`config.mk`:
```
export PLATFORM = sky130hd
export DESIGN_NAME = p_flag_sequencer
export DESIGN_NICKNAME = d
export VERILOG_FILES = /design/src/rtl/p_flag_sequencer.sv
export SDC_FILE = /design/constraint.sdc
export NUM_CORES = 1
export LEC_CHECK = 0
export ABC_AREA = 0
export CAP_MARGIN = 20
export CORE_AREA = 2 2 84 62
export DETAILED_ROUTE_END_ITERATION = 12
export DIE_AREA = 0 0 86 64
export PLACE_DENSITY = 0.67
export SYNTH_ARGS = -nofsm -noshare
export SYNTH_HDL_FRONTEND = slang
export SYNTH_SLANG_ARGS = --single-unit
export TNS_END_PERCENT = 50
```
`constraint.sdc`:
```
create_clock -name clk -period 2.7 [get_ports clk]
set_clock_uncertainty 0.1 [all_clocks]
set_input_delay 0.27 -clock clk [delete_from_list [all_inputs] [get_ports clk]]
set_output_delay 0.27 -clock clk [all_outputs]
set_load 0.1 [all_outputs]
```
`src/rtl/p_flag_sequencer.sv`:
```
// rtl/p_flag_sequencer.sv - status register write sequencer for flag ops and ALU updates; debug trace via PSEQ_TRACE_EN
`timescale 1ns/1ps
module p_flag_sequencer (
    input  logic        clk,
    input  logic        reset,
    input  logic        cpu_en,
    input  logic        cmd_valid,
    output logic        cmd_ready,
    input  logic [3:0]  cmd_op,
    input  logic [7:0]  cmd_data,
    input  logic        alu_valid,
    output logic        alu_ready,
    input  logic [7:0]  alu_flags,
    input  logic [7:0]  alu_mask,
    input  logic [7:0]  p_in,
    input  logic        e_in,
    input  logic        m_in,
    input  logic        x_in,
    output logic [7:0]  p_wdata,
    output logic [7:0]  p_write,
    output logic        p_xce,
    output logic        idx_trunc,
    output logic        busy,
    output logic [15:0] trace_cnt,
    output logic [3:0]  trace_last_op
);

    localparam logic [3:0] OP_REP = 4'd1;
    localparam logic [3:0] OP_SEP = 4'd2;
    localparam logic [3:0] OP_PLP = 4'd3;
    localparam logic [3:0] OP_XCE = 4'd4;
    localparam logic [3:0] OP_INT = 4'd5;

    // Bits 5:4 (M/X, or B in emulation) are kept out of ALU writes and emulation-mode flag ops.
    localparam logic [7:0] KEEP_MX = 8'hCF;

    typedef enum logic [1:0] {
        S_IDLE   = 2'd0,
        S_APPLY  = 2'd1,
        S_SETTLE = 2'd2
    } state_t;

    state_t     state_q, state_d;
    logic       is_cmd_q, is_cmd_d;
    logic       x_old_q, x_old_d;
    logic [7:0] p_wdata_q, p_wdata_d;
    logic [7:0] p_write_q, p_write_d;
    logic       p_xce_q, p_xce_d;

    logic       cmd_fire;
    logic       alu_fire;
    logic       settle_exit;
    logic [7:0] dec_wdata;
    logic [7:0] dec_write;
    logic       dec_xce;

    // The current P and M are owned by the status register; M follows X handling elsewhere.
    logic unused_inputs;
    assign unused_inputs = ^{p_in, m_in};

    // Handshakes: cmd wins over alu, nothing is accepted outside IDLE or during reset.
    always_comb begin
        cmd_ready   = (state_q == S_IDLE) && !reset;
        alu_ready   = (state_q == S_IDLE) && !cmd_valid && !reset;
        cmd_fire    = cmd_valid && cmd_ready && cpu_en;
        alu_fire    = alu_valid && alu_ready && cpu_en;
        settle_exit = (state_q == S_SETTLE) && cpu_en;
    end

    // Translate an instruction flag op into write data, per-bit strobes and the XCE strobe.
    always_comb begin
        dec_wdata = 8'h00;
        dec_write = 8'h00;
        dec_xce   = 1'b0;
        case (cmd_op)
            OP_REP: begin
                dec_wdata = 8'h00;
                dec_write = cmd_data;
            end
            OP_SEP: begin
                dec_wdata = 8'hFF;
                dec_write = cmd_data;
            end
            OP_PLP: begin
                dec_wdata = cmd_data;
                dec_write = 8'hFF;
            end
            OP_XCE: begin
                dec_xce = 1'b1;
            end
            OP_INT: begin
                dec_wdata = 8'h04;
                dec_write = 8'h0C;
            end
            default: begin
                dec_wdata = 8'h00;
                dec_write = 8'h00;
            end
        endcase
        if (e_in && ((cmd_op == OP_REP) || (cmd_op == OP_SEP) || (cmd_op == OP_PLP))) begin
            dec_write = dec_write & KEEP_MX;
        end
    end

    // Next-state and registered strobe computation for the IDLE/APPLY/SETTLE sequence.
    always_comb begin
        state_d   = state_q;
        is_cmd_d  = is_cmd_q;
        x_old_d   = x_old_q;
        p_wdata_d = p_wdata_q;
        p_write_d = p_write_q;
        p_xce_d   = p_xce_q;
        case (state_q)
            S_IDLE: begin
                if (cmd_fire) begin
                    state_d   = S_APPLY;
                    is_cmd_d  = 1'b1;
                    x_old_d   = x_in;
                    p_wdata_d = dec_wdata;
                    p_write_d = dec_write;
                    p_xce_d   = dec_xce;
                end else if (alu_fire) begin
                    state_d   = S_APPLY;
                    is_cmd_d  = 1'b0;
                    p_wdata_d = alu_flags;
                    p_write_d = alu_mask & KEEP_MX;
                    p_xce_d   = 1'b0;
                end
            end
            S_APPLY: begin
                if (cpu_en) begin
                    p_wdata_d = 8'h00;
                    p_write_d = 8'h00;
                    p_xce_d   = 1'b0;
                    state_d   = is_cmd_q ? S_SETTLE : S_IDLE;
                end
            end
            S_SETTLE: begin
                if (cpu_en) begin
                    state_d = S_IDLE;
                end
            end
            default: begin
                state_d = S_IDLE;
            end
        endcase
    end

    // Sequencer state and strobe registers; reset aborts any op in flight.
    always_ff @(posedge clk) begin
        if (reset) begin
            state_q   <= S_IDLE;
            is_cmd_q  <= 1'b0;
            x_old_q   <= 1'b0;
            p_wdata_q <= 8'h00;
            p_write_q <= 8'h00;
            p_xce_q   <= 1'b0;
        end else begin
            state_q   <= state_d;
            is_cmd_q  <= is_cmd_d;
            x_old_q   <= x_old_d;
            p_wdata_q <= p_wdata_d;
            p_write_q <= p_write_d;
            p_xce_q   <= p_xce_d;
        end
    end

    // X rising across the op (SEP #$10, PLP, XCE into emulation) means X/Y high bytes must be cleared.
    assign idx_trunc = settle_exit && !reset && !x_old_q && x_in;

    assign p_wdata = p_wdata_q;
    assign p_write = p_write_q;
    assign p_xce   = p_xce_q;
    assign busy    = (state_q != S_IDLE);

`ifdef PSEQ_TRACE_EN
    logic [15:0] trace_cnt_q, trace_cnt_d;
    logic [3:0]  trace_last_op_q, trace_last_op_d;

    // Count completed flag ops and remember the most recently accepted opcode.
    always_comb begin
        trace_cnt_d     = trace_cnt_q;
        trace_last_op_d = trace_last_op_q;
        if (settle_exit) begin
            trace_cnt_d = trace_cnt_q + 16'd1;
        end
        if (cmd_fire) begin
            trace_last_op_d = cmd_op;
        end
    end

    // Trace registers.
    always_ff @(posedge clk) begin
        if (reset) begin
            trace_cnt_q     <= 16'h0000;
            trace_last_op_q <= 4'h0;
        end else begin
            trace_cnt_q     <= trace_cnt_d;
            trace_last_op_q <= trace_last_op_d;
        end
    end

    assign trace_cnt     = trace_cnt_q;
    assign trace_last_op = trace_last_op_q;
`else
    assign trace_cnt     = 16'h0000;
    assign trace_last_op = 4'h0;
`endif

endmodule

```
==> flow_summary.yaml, run 1 <==
logic_synthesis:
  ys_types: 36
  synth_adder_area_share_pct: 0
  synth_edf_count: 0
  synth_xor_area_share_pct: 0
  syn-cell-area_sq_um: 1260
  synth-main-ff-cell: "dfxtp_1"
  yosys_warnings: 0
  synth_area_per_cell_sq_um: 8.04
  syn_inst: 157
  synth-seq-area-share_pct: 33.3
  synthArstFlopShare_pct: 0
  yosys.area_share.simple_pct: 20.7
  synth_seq_cells: 21
  synth_top_family_by_area: "compound AO/OA/AOI/OAI gates"
  synth-compound-area-share_pct: 29.8
  synthMuxAreaShare_pct: 0.793
critical_path:
  cp.required_ps: 2800
  start_kind: "input port"
  crit_arrival_ps: 2120
  reg2reg_to: "p_xce"
  r2r-start: "state_q[0]"
  reg2reg_depth: 4
  critical_path_class: "input port to register"
  crit_path_end_kind: "register"
  critPathMaxFanout: 8
  r2r_slack_ps: 740
layout:
  fin_util_pct: 39.1
  syn_to_final_growth_pct: 44.1
  fin_cells: 266
  final_cell_area_sq_um: 1820
  drive_gt1_share_pct: 16.3
  antenna_cells: 0
  n_fill_cell: 478
  nNetsFinal: 254
global_route:
  globalRouteOverflowTotal: 0
  grt_pass1_vias: 1056
  antenna_found_initial: 0
  grt_max_degree: 21
  grt.total_usage_pct: 11.8
  grt_first_pass_wirelength_um: 5240
cts:
  cts_tree: "yes"
  ctsRootBufferMaster: "clkbuf_8"
  holdBufCountCts: 0
  clk_latency_ps: 260
  path_clk_slew_ps: 80
  cts_max_level: 1
  clockBufferDepth: 2
  clock-sinks: 21
  cts.repair.resized: 0
  cts_buffers: 3
  post_cts_buffers: 0
hold_path:
  hold_depth: 2
  worstHoldStart: "x_old_q"
  worstHoldPathType: "register to register"
  hold_path_end: "x_old_q"
routing:
  ant_nets: 0
  drt_iter0_drc: 77
  drc: 0
  vias: 1235
  first_pass_iters: 4
  viasPerCell: 4.64
  avgRoutedWirePerCell_um: 12.7
  drt-total-wl_um: 3380
pwr:
  total_power_uw: 996
  power.leakage_nw: 0.738
  p_per_area_nw_per_um2: 547
  ir_drop_mv: 0.195
placed_design:
  placedCellCount: 262
  io_buffers: 53
  dpl.hpwl_um: 2710
  place_congestion: 0.758
  place_area_sq_um: 1770
sta:
  final_max_slew_viol_count: 0
  fmax_mhz: 494
  fin_crit_sh_pct: 75.0
  final.min_clock_period_ps: 2030
  fin_hold_ws_ps: 355
  rsz0062_at_grt: "false"
  hold_viol_final: 0
  setup_violations: 0
die:
  ios: 85
  initial_core_util_pct: 27.1
  core_area_sq_um: 4650
  fp.dieH_um: 64
  die-area_sq_um: 5500
  dieWidth_um: 86
  core.rowCount: 21
run_status:
  status: "finished clean"
job:
  drv_cap: 0
[placed cells by master, fill, tap and decap left out, drive strengths merged, types with 3 or more instances in the layout]
cell | Yosys | layout
clkdlybuf4s50 | 0 | 32
buf | 23 | 25
dfxtp | 21 | 21
conb | 1 | 20
nand2 | 17 | 17
o21ai | 16 | 16
a21oi | 12 | 12
nor2 | 11 | 11
a221o | 9 | 9
a311oi | 6 | 6
clkbuf | 5 | 4
nand2b | 3 | 3
nor3 | 3 | 3
o21a | 3 | 3
nand3 | 3 | 3
[flip-flops by register name, indices dropped and copies added, names as in the netlist]
register,cells
p_wdata,8
state_q,2
p_write,8
x_old_q,1
is_cmd_q,1
p_xce,1
[cells in the mapped netlist (all sizes together), types with 2 or more instances]
| cell | instances | area share [%] |
|---|---|---|
| nand3 | 3 | 1.2 |
| a311oi | 6 | 4.2 |
| o22ai | 2 | 0.99 |
| nand2b | 3 | 1.5 |
| nand3b | 2 | 1.2 |
| a21oi | 12 | 4.8 |
| buf | 23 | 13 |
| or2 | 2 | 0.99 |
| nor2 | 11 | 3.3 |
| clkbuf | 5 | 1.5 |
| a2111oi | 2 | 1.4 |
| a221o | 9 | 7.1 |
| o21a | 3 | 1.8 |
| o21ai | 16 | 6.3 |
| dfxtp | 21 | 33 |
| nor3 | 3 | 1.2 |
| inv | 2 | 0.59 |
| nand2 | 17 | 5.3 |
[through the flow]
step	setup WS, ps	TNS [ps]
after floorplan	-805	-839
after global placement	446	0
after detailed placement	401	0
after CTS	681	0
after global routing	555	0
final	674	0
[per-layer routing]
metal	wire [um]	track usage [%]	vias to the layer above
li1	-	-	644
met1	1740	17.3	546
met2	1410	17.8	43
met3	234	3.62	2
met4	6	0.595	0
met5	0	0	-
[where the power goes]
| part | leakage (nW) | switching [mW] | internal (mW) |
|---|---|---|---|
| clock network | 0.0228 | 0.106 | 0.105 |
| registers | 0.172 | 0.0130 | 0.329 |
| logic | 0.544 | 0.336 | 0.107 |
[worst max-delay path by stage]
stage | startpoint | to | slack (ps)
2_1_floorplan | state_q[0] | alu_ready | -810
3_3_place_gp | cpu_en | p_xce | 450
3_5_place_dp | cpu_en | p_xce | 400
4_1_cts | cpu_en | p_xce | 680
5_1_grt | cpu_en | p_xce | 550
6_report | cpu_en | p_xce | 670
[layout make-up]
| type | instances | area [sq um] | share of cell area, % |
|---|---|---|---|
| timing repair buffer | 57 | 546 | 30.0 |
| multi-input combinational | 125 | 729 | 40.1 |
| inverter | 2 | 7.51 | 0.413 |
| sequential | 21 | 420 | 23.1 |
| clock buffer | 4 | 45.0 | 2.48 |
| tap | 57 | 71.3 | 3.92 |
[worst max-delay path, cell delays in order]
cell             delay, ps
clkdlybuf4s50_1        550
nor4b_4                400
nand2_2                210
or4b_1                 550
a21oi_1                140
[logic make-up after synthesis]
logic type	count (synthesis)
simple gates	49
mux	1
compound gates	55
other cells	1
buf+inv	30
flops	21
(Power assumes the default switching activity.)
==> inputs of run 2 (changes only) <==
--- a/config.mk
+++ b/config.mk
@@ -10,7 +10,7 @@
 export CORE_AREA = 2 2 84 62
 export DETAILED_ROUTE_END_ITERATION = 12
 export DIE_AREA = 0 0 86 64
-export PLACE_DENSITY = 0.67
+export PLACE_DENSITY = 0.69
 export SYNTH_ARGS = -nofsm -noshare
 export SYNTH_HDL_FRONTEND = slang
 export SYNTH_SLANG_ARGS = --single-unit
==> constraint.sdc (replaced) <==
create_clock -name clk -period 1.6 [get_ports clk]
set_clock_uncertainty 0.1 [all_clocks]
set_input_delay 0.16 -clock clk [delete_from_list [all_inputs] [get_ports clk]]
set_output_delay 0.16 -clock clk [all_outputs]
set_load 0.1 [all_outputs]
==> flow_summary.yaml, run 2 (synthesized netlist as in run 1, its figures left out) <==
sta:
  final_max_slew_viol_count: 0
  fin_crit_sh_pct: 104
  rsz0062_at_grt: "true"
  final.min_clock_period_ps: 1670
  hold_viol_final: 0
  setup_violations: 5
  fmax_mhz: 599
  worst_slack_ps: -69.2
  fin_tns_setup_ps: -213
global_route:
  grt.total_usage_pct: 13.5
  grt_max_degree: 21
  grt_pass1_vias: 1204
  globalRouteOverflowTotal: 0
  grt_first_pass_wirelength_um: 5940
  antenna_found_initial: 0
critical_path:
  crit_arrival_ps: 1760
  crit_buf_inv: 0
  start_kind: "register"
  cp.required_ps: 1690
  slowest_delay_ps: 540
  slowest_stage: "or4b_1"
  reg2reg_depth: 4
  critical_path_class: "register to register"
  crit_path_end_kind: "register"
  path_depth: 4
  crit_chain: "nor4b_4 > nand2_2 > or4b_1 > a21oi_1"
  critPathMaxFanout: 5
  crit_family: "simple AND/OR/NAND/NOR gates"
  r2r_slack_ps: -70
placed_design:
  placedCellCount: 279
  dpl.hpwl_um: 2920
  io_buffers: 53
  pre_cts_ws_ps: -406
  place_area_sq_um: 2160
  place_congestion: 0.882
cts:
  cts_buffers: 3
  ctsRootBufferMaster: "clkbuf_8"
  cts_max_level: 1
  clk_latency_ps: 260
  path_clk_slew_ps: 70
  clock-sinks: 21
  cts_tree: "yes"
  clockBufferDepth: 2
pwr:
  power.leakage_nw: 0.893
  p_per_area_nw_per_um2: 817
  ir_drop_mv: 0.320
routing:
  avgRoutedWirePerCell_um: 12.9
  drt-total-wl_um: 3650
  ant_nets: 0
  vias: 1363
  first_pass_iters: 4
  drt_iter0_drc: 84
  drc: 0
  viasPerCell: 4.80
die:
  die-area_sq_um: 5500
  dieWidth_um: 86
  ios: 85
  core.rowCount: 21
  core_area_sq_um: 4650
  initial_core_util_pct: 27.1
  fp.dieH_um: 64
run_status:
  failed_checks: "negative setup slack"
  status: "complete, but fails checks"
layout:
  syn_to_final_growth_pct: 76.2
  antenna_cells: 0
  fin_cells: 284
  nNetsFinal: 272
  n_fill_cell: 432
  drive_gt1_share_pct: 26.0
  most-common-layout-cells: "clkdlybuf4s50_1, buf_12, conb_1, buf_4, dfxtp_1"
  final_common_cell: "clkdlybuf4s50_1"
  seqCellArea_sq_um: 423
  multiInputGateArea_sq_um: 764
  final_cell_area_sq_um: 2220
job:
  drv_cap: 0
hold_path:
  worstHoldPathType: "register to register"
  hold_depth: 2
run 2: changes by cell type in the layout (fill, tap and decap cells not counted), moves of 2 or more:
| cell | previous run | this run |
|---|---|---|
| a2111oi_0 | 2 | 0 |
| a2111oi_1 | 0 | 2 |
| buf_12 | 3 | 21 |
| buf_4 | 22 | 20 |
| buf_6 | 0 | 2 |
| dfxtp_1 | 21 | 19 |
| dfxtp_2 | 0 | 2 |
run 2: worst register-to-register path, stage by stage, from the launching register on:
cell     delay (ps)
dfxtp_2         340
nor4b_4         350
nand2_2         130
or4b_1          540
a21oi_1         140
run 2: repair_timing:
item,in CTS,in global routing
setup endpoints to repair,17,19
pin swaps,3,1
setup buffers,1,0
hold buffers,0,0
hold endpoints to repair,0,0
gates resized for setup,4,3
gates cloned,0,0
run 2: layer usage:
metal,wire length [um],global-route usage [%],vias to the layer above
met3,277,4.78,4
li1,-,-,678
met5,0,0,-
met1,1740,19.8,629
met2,1600,18.8,52
met4,35,2.98,0
run 2: final timing paths:
kind | start | endpoint
max | state_q[1] | p_xce
min | x_old_q | x_old_q
max reg2reg | state_q[1] | p_xce
min reg2reg | x_old_q | x_old_q
run 2: final cells by class:
cell class | instances | area share (%)
multi-input combinational | 125 | 34.4
clock buffer | 3 | 1.86
sequential | 21 | 19.0
tap | 57 | 3.21
timing repair buffer | 75 | 41.0
clock inverter | 1 | 0.225
inverter | 2 | 0.337
run 2: per-stage QoR:
step	util, %	hold slack [ps]	power [mW]
3_5_place_dp	46.4	344	1.47
5_1_grt	47.8	361	1.90
3_3_place_gp	46.4	338	1.47
6_report	47.8	352	1.82
2_1_floorplan	-	198	1.20
4_1_cts	47.8	354	1.82
run 2: where the power goes:
| part | switching [mW] | leakage, nW | internal [mW] | total, mW |
|---|---|---|---|---|
| Combinational | 0.589 | 0.695 | 0.287 | 0.875 |
| Clock | 0.177 | 0.0255 | 0.174 | 0.351 |
| Sequential | 0.0351 | 0.173 | 0.555 | 0.590 |
